==> src/rtl/alu_uart_ctrl.sv <==
// Byte-serial front end for the ALU: collects A, B and opcode from the UART rx core,
// runs one ALU cycle, then returns the result byte and the Zero-flag byte over the tx core.
//
// state    | meaning
// ---------+-----------------------------------------------------------
// WAIT_A   | idle, waiting for operand A
// WAIT_B   | waiting for operand B (timeout armed)
// WAIT_OP  | waiting for opcode (timeout armed)
// EXEC     | operands stable at the ALU, result captured at end of cycle
// SEND_RES | request tx of result byte once tx core is free
// WAIT_RES | result byte shifting, wait for tx_done
// SEND_FLG | request tx of flag byte once tx core is free
// WAIT_FLG | flag byte shifting, wait for tx_done
module alu_uart_ctrl #(
    parameter int unsigned bits    = 8,
    parameter int unsigned TIMEOUT = 1000000
) (
    input  logic            clk,
    input  logic            rst,
    input  logic [7:0]      rx_data,
    input  logic            rx_done,
    input  logic            tx_busy,
    input  logic            tx_done,
    input  logic [bits-1:0] alu_result,
    input  logic            alu_zero,
    output logic [bits-1:0] alu_A,
    output logic [bits-1:0] alu_B,
    output logic [3:0]      alu_select,
    output logic [7:0]      tx_data,
    output logic            tx_start,
    output logic            busy,
    output logic            timeout_err
);

    typedef enum logic [2:0] {
        WAIT_A,
        WAIT_B,
        WAIT_OP,
        EXEC,
        SEND_RES,
        WAIT_RES,
        SEND_FLG,
        WAIT_FLG
    } state_t;

    localparam int unsigned CW = (TIMEOUT > 1) ? $clog2(TIMEOUT) : 1;
    localparam logic [CW-1:0] TO_LOAD = CW'((TIMEOUT > 0) ? TIMEOUT - 1 : 0);

    state_t          state_q;
    logic [bits-1:0] alu_a_q;
    logic [bits-1:0] alu_b_q;
    logic [3:0]      alu_sel_q;
    logic [bits-1:0] res_q;
    logic            flg_q;
    logic [7:0]      tx_data_q;
    logic            busy_q;
    logic            timeout_err_q;
    logic [CW-1:0]   to_cnt_q;
    logic            send_state;
    logic            to_expire;

    assign send_state = (state_q == SEND_RES) || (state_q == SEND_FLG);
    // Down-counter reaches zero on the TIMEOUT-th silent cycle; a byte in that cycle wins.
    assign to_expire  = (TIMEOUT != 0) && (to_cnt_q == '0) && !rx_done;

    always_ff @(posedge clk or negedge rst) begin
        if (!rst) begin
            state_q       <= WAIT_A;
            alu_a_q       <= '0;
            alu_b_q       <= '0;
            alu_sel_q     <= '0;
            res_q         <= '0;
            flg_q         <= 1'b0;
            tx_data_q     <= '0;
            busy_q        <= 1'b0;
            timeout_err_q <= 1'b0;
            to_cnt_q      <= '0;
        end else begin
            timeout_err_q <= 1'b0;
            case (state_q)
                WAIT_A: begin
                    if (rx_done) begin
                        alu_a_q  <= rx_data[bits-1:0];
                        busy_q   <= 1'b1;
                        to_cnt_q <= TO_LOAD;
                        state_q  <= WAIT_B;
                    end
                end
                WAIT_B, WAIT_OP: begin
                    if (rx_done) begin
                        to_cnt_q <= TO_LOAD;
                        if (state_q == WAIT_B) begin
                            alu_b_q <= rx_data[bits-1:0];
                            state_q <= WAIT_OP;
                        end else begin
                            alu_sel_q <= rx_data[3:0];
                            state_q   <= EXEC;
                        end
                    end else if (to_expire) begin
                        timeout_err_q <= 1'b1;
                        busy_q        <= 1'b0;
                        state_q       <= WAIT_A;
                    end else if (TIMEOUT != 0) begin
                        to_cnt_q <= to_cnt_q - CW'(1);
                    end
                end
                EXEC: begin
                    res_q     <= alu_result;
                    flg_q     <= alu_zero;
                    tx_data_q <= 8'(alu_result);
                    state_q   <= SEND_RES;
                end
                SEND_RES: begin
                    if (!tx_busy) state_q <= WAIT_RES;
                end
                WAIT_RES: begin
                    if (tx_done) begin
                        tx_data_q <= {7'b0, flg_q};
                        state_q   <= SEND_FLG;
                    end
                end
                SEND_FLG: begin
                    if (!tx_busy) state_q <= WAIT_FLG;
                end
                WAIT_FLG: begin
                    if (tx_done) begin
                        busy_q  <= 1'b0;
                        state_q <= WAIT_A;
                    end
                end
                default: state_q <= WAIT_A;
            endcase
        end
    end

    // tx_start must react to tx_busy within the same cycle, so it is decoded from registered state.
    assign tx_start    = send_state && !tx_busy;
    assign alu_A       = alu_a_q;
    assign alu_B       = alu_b_q;
    assign alu_select  = alu_sel_q;
    assign tx_data     = tx_data_q;
    assign busy        = busy_q;
    assign timeout_err = timeout_err_q;

endmodule
==> config.mk <==
export PLATFORM = sky130hd
export DESIGN_NAME = alu_uart_ctrl
export DESIGN_NICKNAME = d
export VERILOG_FILES = /design/src/rtl/alu_uart_ctrl.sv
export SDC_FILE = /design/constraint.sdc
export NUM_CORES = 1
export LEC_CHECK = 0
export CELL_PAD_IN_SITES_DETAIL_PLACEMENT = 1
export CELL_PAD_IN_SITES_GLOBAL_PLACEMENT = 2
export CORE_ASPECT_RATIO = 1.5
export CORE_MARGIN = 3
export CORE_UTILIZATION = 32
export CTS_CLUSTER_DIAMETER = 60
export DETAILED_ROUTE_END_ITERATION = 10
export MAX_ROUTING_LAYER = met4
export PLACE_DENSITY_LB_ADDON = 0.1
export SLEW_MARGIN = 20
export SYNTH_ARGS = -nofsm -noshare
export SYNTH_HDL_FRONTEND = slang
export SYNTH_SLANG_ARGS = --single-unit
==> constraint.sdc <==
create_clock -name clk -period 3.2 [get_ports clk]
set_input_delay 0.48 -clock clk [delete_from_list [all_inputs] [get_ports clk]]
set_output_delay 0.48 -clock clk [all_outputs]
set_load 0.005 [all_outputs]
---- After elaboration in Yosys (flattened, before gate mapping) ----
Index checks and enable logic that the tools add are counted.
cells by class
  equality and inequality tests ........... 16
  reduce and logical (&&, ||, !) cells .... 18
  add/sub/neg operators ................... 1
  bitwise gates (word level) .............. 1
  multiplexer cells ....................... 23
operator list
  operator                 number
  $mux W20                 3
  $pmux W20 S2             1
  $mux W3                  7
  $pmux W3 S7              1
  $logic_not A20 Y1        1
  $sub A20 B1 Y20 const B  1
  $pmux W8 S2              1
  $ne A2 B2 Y1 const B     7
  $eq A3 B3 Y1 const B     4
  $reduce_and A3 Y1        3
  $mux W1                  8
  $mux W8                  1
  $eq A3 B2 Y1 const B     2
  $ne A3 B3 Y1 const B     2
  $reduce_and A6 Y1        1
  $reduce_and A5 Y1        1
  $reduce_and A2 Y1        2
  $reduce_bool A2 Y1       2
  $eq A3 B1 Y1 const B     1
  $logic_not A3 Y1         1
  $pmux W1 S3              1
  $reduce_bool A3 Y1       1
  $logic_and A1 B1 Y1      2
  $logic_not A1 Y1         2
  3 further kinds          3
word-level totals
  bits of input ports ..................... 22
  register bits ........................... 54

---- Longest topological paths before layout ----
Gate-level depths: netlist of run 1.
  depth in word-level cells ............... 5
  depth in mapped cells ................... 9

---- Worst setup path before layout of run 1 ----
Ideal clock, no wire load.
  path kind ............................... register -> register
  start point ............................. reg to_cnt_q[0]
  end point ............................... reg to_cnt_q[10]
  library setup time ...................... 0.120 ns
  stages on the path, launching flop included .. 10
  path slack .............................. 0.746 ns
  buffers on the path ..................... 2
  data arrival time ....................... 2.335 ns
  period minus slack after synthesis ...... 2.454 ns
  required time ........................... 3.080 ns
  cells stage by stage .................... dfrtp_1 -> inv_1 -> ha_1 -> or3b_2 -> or4_4 -> buf_6 -> and3_1 -> buf_6 -> a32o_1 -> a31o_1
between the ends
  word-level cells in the longest chain between the ends .. 4
ends and longest elaborated chain
  element                                               line     RTL
  from (decl)                                           58       logic [CW-1:0] to_cnt_q;
  from (signal assigned)                                104      to_cnt_q <= to_cnt_q - CW'(1);
  $sub A20 B1 Y20 or $logic_not A20 Y1 (tied branches)  104, 64
  $mux W20 or $logic_and A1 B1 Y1 (tied branches)       99, 64
  $mux W20 or $ne A3 B3 Y1 (tied branches)              --
  $pmux W20 S2 or $reduce_and A3 Y1 (tied branches)     --
Parallel ways exist; a longest one is shown, timed or not. The select of a mux whose other input is x is not followed.
A chain may end at the register's enable or synchronous reset.

---- Final worst setup path of run 1 ----
Ends and elaborated chain as after synthesis.

==> results.ini, run 1 <==
[status]
status=finished, final reports clean

[synthesis]
ys_seq_area_share_pct=50.5
yosys_warnings=0
synthAdderAreaFrac_pct=0.936
synth_mux_area_share_pct=9.59
synthSimpleGateAreaFrac_pct=17.5
ys_seq_elements=54
synth.top_cells.by_count=dfrtp_1 (54), mux2_2 (21), a21oi_1 (19), nand2_1 (18), nor2_1 (16)
yosysUniqueCellTypes=48
synth_top_family_by_area=compound AO/OA/AOI/OAI gates
synth-xor-area-share_pct=0
synth-edff-count=0
synth-compound-area-share_pct=18.0
yosysTopAreaCell=dfrtp_1
synthTopCellsByArea=dfrtp_1 (51%), mux2_2 (8.8%), a21oi_1 (3.6%), nand2_1 (2.5%), o21ai_0 (2.2%)
yosysMostFrequentCell=dfrtp_1
synth_nets=284
ys.flop_type=dfrtp_1
synth_top_area_share_pct=50.5
syn_avg_cell_area_um2=10.3
netlist_area_mm2=0.00267
postSynthCellCount=260
ys_async_sr_fraction_pct=100

[cells_and_area]
layout-drive-gt1-share_pct=15.5
multi_input_area_mm2=0.00123
fin_nets=339
area_growth_pct=29.8
register_area_mm2=0.00135
diodes=0
fill_cells=902

[global_route]
track_usage_pct=16.3
grt_first_pass_wirelength_mm=11.9
antenna_found_initial=0
grt_pass1_vias=2382
grt-ovfl-total=0
grt_max_degree=32

[sta]
rsz0062_at_grt=false
finalHoldViolations=0
fin_setup_tns_ns=0
max-slew-margin-rel_pct=48.8
fmax_ghz=0.399
holdWs_ns=0.175
setup_viol=0
worst_pin_slew_ns=0.768
slew_viol_final=0
fin_skew_ns=0.00386
fin_crit_sh_pct=78.4
post-route-min-period_ns=2.51

[cts]
cts_tree=yes
cts_buffer_depth=2
cts-root-buf=clkbuf_16
hold_buffers=0
numCtsBuffers=5
htree_levels=2
cts_setup_buffers=0
clk_pin_slew_worst_paths_ns=0.07
cts.sinks=54
post_cts_resized=0
clock_latency_ns=0.29

[routing]
wl_met2_mm=3.73
drc_errors=0
ant_nets=0
drt-total-wl_mm=7.16
dr_wl_met3_um=330
highest_layer=met4
routedWlPerCell_um=17.0
drtPass1Iterations=2
vias=2236
wl_met1_mm=2.95
vias_per_cell=5.31
drt_iter0_drc=59

[critical_path]
end_kind=register
path_max_fanout=9
start_kind=register
required_ns=3.39
critPathArrivalTime_ns=2.70
crit_type=reg2reg

[floorplan]
initial_utilization_pct=33.2
die_area_mm2=0.00951
ios=53
die_x_um=80.6
fp.coreArea_mm2=0.00806
dieHeight_um=118
floorplan.rows=40

[placement]
numPortBuffers=52
gp_congestion=0.734
hpwl_mm=5.25

[power]
p_per_area_mw_per_mm2=820
p_leak_nw=1.34
vdd_ir_drop_max_v=0.000281

[worst_hold_path]
hp-class=in2async

[run]
drv_cap=0

## cells by family (layout without fill, tap and decap cells)
logic type | after synthesis | after routing
AOI/OAI and AO/OA | 74 | 74
adders and majority gates | 2 | 2
buffers and inverters | 20 | 76
DFF | 54 | 54
muxes | 23 | 23
and+or+nand+nor | 87 | 87
## routing by layer
| metal | GRT usage (%) | up-vias |
|---|---|---|
| li1 | - | 1085 |
| met1 | 17.9 | 1100 |
| met2 | 28.3 | 41 |
| met3 | 3.68 | 10 |
| met4 | 6.13 | 0 |
| met5 | - | - |
## path summary, 6_finish.rpt
kind                               from      endpoint  slack [ns]  depth (start not counted)
hold / removal                      rst    tx_data[6]        0.17                          2
max in group asynchronous           rst  to_cnt_q[13]        2.69                          2
hold reg to reg            to_cnt_q[19]  to_cnt_q[19]        0.50                          1
min in group clk           to_cnt_q[19]  to_cnt_q[19]        0.50                          1
setup / recovery            to_cnt_q[0]  to_cnt_q[10]        0.69                          7
setup reg to reg            to_cnt_q[0]  to_cnt_q[10]        0.69                          7
## sequential cells by signal, indices dropped and copies added, names as in the netlist
name         flops
alu_A            8
alu_B            8
alu_select       4
busy             1
flg_q            1
state_q          3
timeout_err      1
to_cnt_q        20
tx_data          8
## through the flow
step	util, %	setup WS (ns)	total power [W]	cells	area [um^2]
after detailed placement	41.2	0.689	0.00233	413	3320
after CTS	43.1	0.675	0.00290	421	3470
final	43.1	0.691	0.00284	421	3470
after floorplan	-	0.746	0.00171	260	2670
after global placement	41.2	0.750	0.00231	413	3320
after global routing	43.1	0.546	0.00306	421	3470
## layout by cell type (no fill, tap or decap), types with 2 or more instances in the layout
cell | netlist | final
a211oi_1 | 3 | 3
a21oi_1 | 19 | 19
a31oi_1 | 7 | 7
a41oi_1 | 2 | 2
and3_1 | 3 | 3
buf_4 | 0 | 8
clkbuf_16 | 0 | 5
clkdlybuf4s50_1 | 0 | 51
clkinvlp_4 | 0 | 2
dfrtp_1 | 54 | 54
ha_1 | 2 | 2
inv_1 | 8 | 8
mux2_2 | 21 | 21
mux2i_1 | 2 | 2
nand2_1 | 18 | 18
nand2b_1 | 4 | 4
nand3_1 | 11 | 11
nor2_1 | 16 | 16
nor3_1 | 9 | 9
nor4_1 | 7 | 7
o21ai_0 | 12 | 12
o22ai_1 | 8 | 8
o311ai_0 | 2 | 2
o31a_1 | 2 | 2
o31ai_1 | 4 | 4
o41ai_1 | 2 | 2
or3_1 | 6 | 6
or4_1 | 2 | 2
or4_4 | 4 | 4
## area by class of cell
class                      count  area share, %
sequential                    54           38.9
clock inverter                 3          0.685
timing repair buffer          60           16.6
inverter                       8          0.865
tap                          105           3.79
clock buffer                   5           3.61
multi-input combinational    186           35.5
## worst max-delay path, cell delays in order, from the launching register on
cell and delay, ns:
dfrtp_1 0.41, inv_1 0.12, ha_1 0.18, or3b_2 0.44, or4_4 0.49, and3_1 0.30, a32o_1 0.27, a31o_1 0.18
## where the power goes
group          internal, W  switching, W  total (W)
sequential        0.000925      0.000216    0.00114
combinational     0.000661      0.000490    0.00115
clock             0.000293      0.000258   0.000551
total              0.00188      0.000964    0.00284
(Power assumes the default switching activity.)
==> run 2, diff against run 1 <==
==> constraint.sdc (replaced) <==
create_clock -name clk -period 2.4 [get_ports clk]
set_input_delay 0.36 -clock clk [delete_from_list [all_inputs] [get_ports clk]]
set_output_delay 0.36 -clock clk [all_outputs]
set_load 0.005 [all_outputs]
==> results.ini, run 2 (synthesis gave the netlist of run 1 again) <==
[cells_and_area]
mostFrequentLayoutCell=dfrtp_1
layout-drive-gt1-share_pct=22.0  ; +6.5 points
max_flop_register=to_cnt_q
area_growth_pct=36.3
diodes=0  ; unchanged
fin_util_pct=45.2  ; +2.2 points
fill_cells=880  ; -2.4%
largest_register_ffs=20  ; unchanged
fin_nets=359  ; +5.9%
most-common-layout-cells=dfrtp_1 (54), clkdlybuf4s50_1 (51), buf_4 (28)

[floorplan]
die_x_um=80.6  ; unchanged
fp.coreArea_mm2=0.00806  ; unchanged
ios=53  ; unchanged
initial_utilization_pct=33.2  ; unchanged
dieHeight_um=118  ; unchanged
floorplan.rows=40  ; unchanged
die_area_mm2=0.00951  ; unchanged

[global_route]
antenna_found_initial=0  ; unchanged
top_usage_layer=met2
grt_first_pass_wirelength_mm=12.5  ; +5.0%
grt_max_degree=22  ; -31%
gr-usage-met1_pct=17.9  ; about the same
grt-ovfl-total=0  ; unchanged
use_met2_pct=31.6  ; +3.3 points
use_met3_pct=3.06  ; -0.61 points
track_usage_pct=17.2  ; +0.86 points
grt_pass1_vias=2540  ; +6.6%

[power]
p_leak_nw=1.45  ; +7.9%
p_per_area_mw_per_mm2=1080  ; +32%
vdd_ir_drop_max_v=0.000394  ; +40%

[cts]
clk_pin_slew_worst_paths_ns=0.08  ; about the same
cts_setup_buffers=0  ; unchanged
cts.sinks=54  ; unchanged
cts_buffer_depth=2  ; unchanged
numCtsBuffers=5  ; unchanged
post_cts_resized=0  ; unchanged
hold_buffers=0  ; unchanged
htree_levels=2  ; unchanged
cts-root-buf=clkbuf_16
cts_tree=yes
clock_latency_ns=0.30  ; about the same

[placement]
hpwl_mm=5.66  ; +7.9%
preCtsSetupSlack_ns=-0.0617  ; -0.751 ns
numPortBuffers=52  ; unchanged
gp_congestion=0.774  ; +5.5%

[critical_path]
required_ns=2.63  ; -0.76 ns
start_kind=register
path_max_fanout=6  ; -3
end_kind=register
critPathArrivalTime_ns=2.52  ; -0.18 ns
crit_type=reg2reg

[sta]
rsz0062_at_grt=false
max-slew-margin-rel_pct=56.8  ; +8.0 points
fmax_ghz=0.437  ; +9.7%
setup_viol=0  ; unchanged
fin_setup_tns_ns=0  ; unchanged
fin_skew_ns=0.0118  ; +0.00791 ns
finalHoldViolations=0  ; unchanged
slew_viol_final=0  ; unchanged
worst_pin_slew_ns=0.644  ; -0.124 ns
fin_crit_sh_pct=95.3  ; +17 points
post-route-min-period_ns=2.29  ; -0.221 ns
layout_setup_ws_ns=0.113  ; -0.579 ns

[routing]
routedWlPerCell_um=17.0  ; about the same
vias=2401  ; +7.4%
drc_errors=0  ; unchanged
drt-total-wl_mm=7.50  ; +4.8%
drt_iter0_drc=58  ; -1.7%
drtPass1Iterations=4  ; +2
vias_per_cell=5.44  ; +2.5%
ant_nets=0  ; unchanged

[status]
status=finished, final reports clean

[worst_hold_path]
hp-class=in2async

[run]
drv_cap=0  ; unchanged

-- run 2: cell types whose count changed in the layout (fill, tap and decap cells not counted) --
cell	before	now
and3_1	3	2
and3_4	0	1
buf_4	8	28
clkbuf_8	0	1
clkinvlp_4	2	1
inv_1	8	7
inv_2	0	1
nor3_1	9	8
nor3_2	1	2
or3_1	6	5
or3_4	0	1
or3b_1	1	0
or3b_4	0	1
-- run 2: worst max-delay path: stages, from the launching register on --
cell and delay (ns):
dfrtp_1 0.41, or4_4 0.56, or3_4 0.39, or3b_4 0.42, o31a_2 0.30, a31oi_1 0.14
-- run 2: area by class of cell --
class	count	area (um^2)	share of cell area [%]
tap	105	131	3.61
inverter	8	30.0	0.824
sequential	54	1350	37.1
clock buffer	6	139	3.81
multi-input combinational	186	1250	34.3
clock inverter	2	16.3	0.446
timing repair buffer	80	726	19.9
-- run 2: through the flow --
stage | hold WS [ns] | cell area (um^2) | total power, W | cells
floorplan | 0.0644 | 2670 | 0.00229 | 260
global placement | 0.345 | 3470 | 0.00317 | 433
detailed placement | 0.341 | 3470 | 0.00322 | 433
CTS | 0.0180 | 3630 | 0.00400 | 441
global route | 0.0297 | 3640 | 0.00424 | 441
finish | 0.00379 | 3640 | 0.00393 | 441
-- run 2: where the power goes --
group          internal, W  switching [W]  total [W]
sequential         0.00124       0.000225    0.00146
clock             0.000420       0.000344   0.000764
combinational     0.000961       0.000742    0.00170
total              0.00262        0.00131    0.00393
-- run 2: routing by layer --
metal  share of wire (%)  wire, um  vias up
met1                  40      3000     1224
met3                 3.3       245        8
met4                 1.4       102        0
met2                  55      4160       35
li1                    -         -     1134
met5                   0         0        -
-- run 2: path summary, 6_finish.rpt --
kind,from,endpoint,slack [ns],depth (start not counted)
max,to_cnt_q[13],to_cnt_q[19],0.11,5
min in group clk,to_cnt_q[18],to_cnt_q[18],0.49,1
max reg2reg,to_cnt_q[13],to_cnt_q[19],0.11,5
max in group asynchronous,rst,alu_A[0],1.75,2
min,rst,state_q[1],0.004,1
min reg2reg,to_cnt_q[18],to_cnt_q[18],0.49,1
==> run 3, diff against run 2 <==
--- a/config.mk
+++ b/config.mk
@@ -5,6 +5,7 @@
 export SDC_FILE = /design/constraint.sdc
 export NUM_CORES = 1
 export LEC_CHECK = 0
+export ABC_CLOCK_PERIOD_IN_PS = 2400
 export CELL_PAD_IN_SITES_DETAIL_PLACEMENT = 1
 export CELL_PAD_IN_SITES_GLOBAL_PLACEMENT = 2
 export CORE_ASPECT_RATIO = 1.5
==> results of run 3 <==
No change in the layout: final DEF, timing and power equal those of run 2.
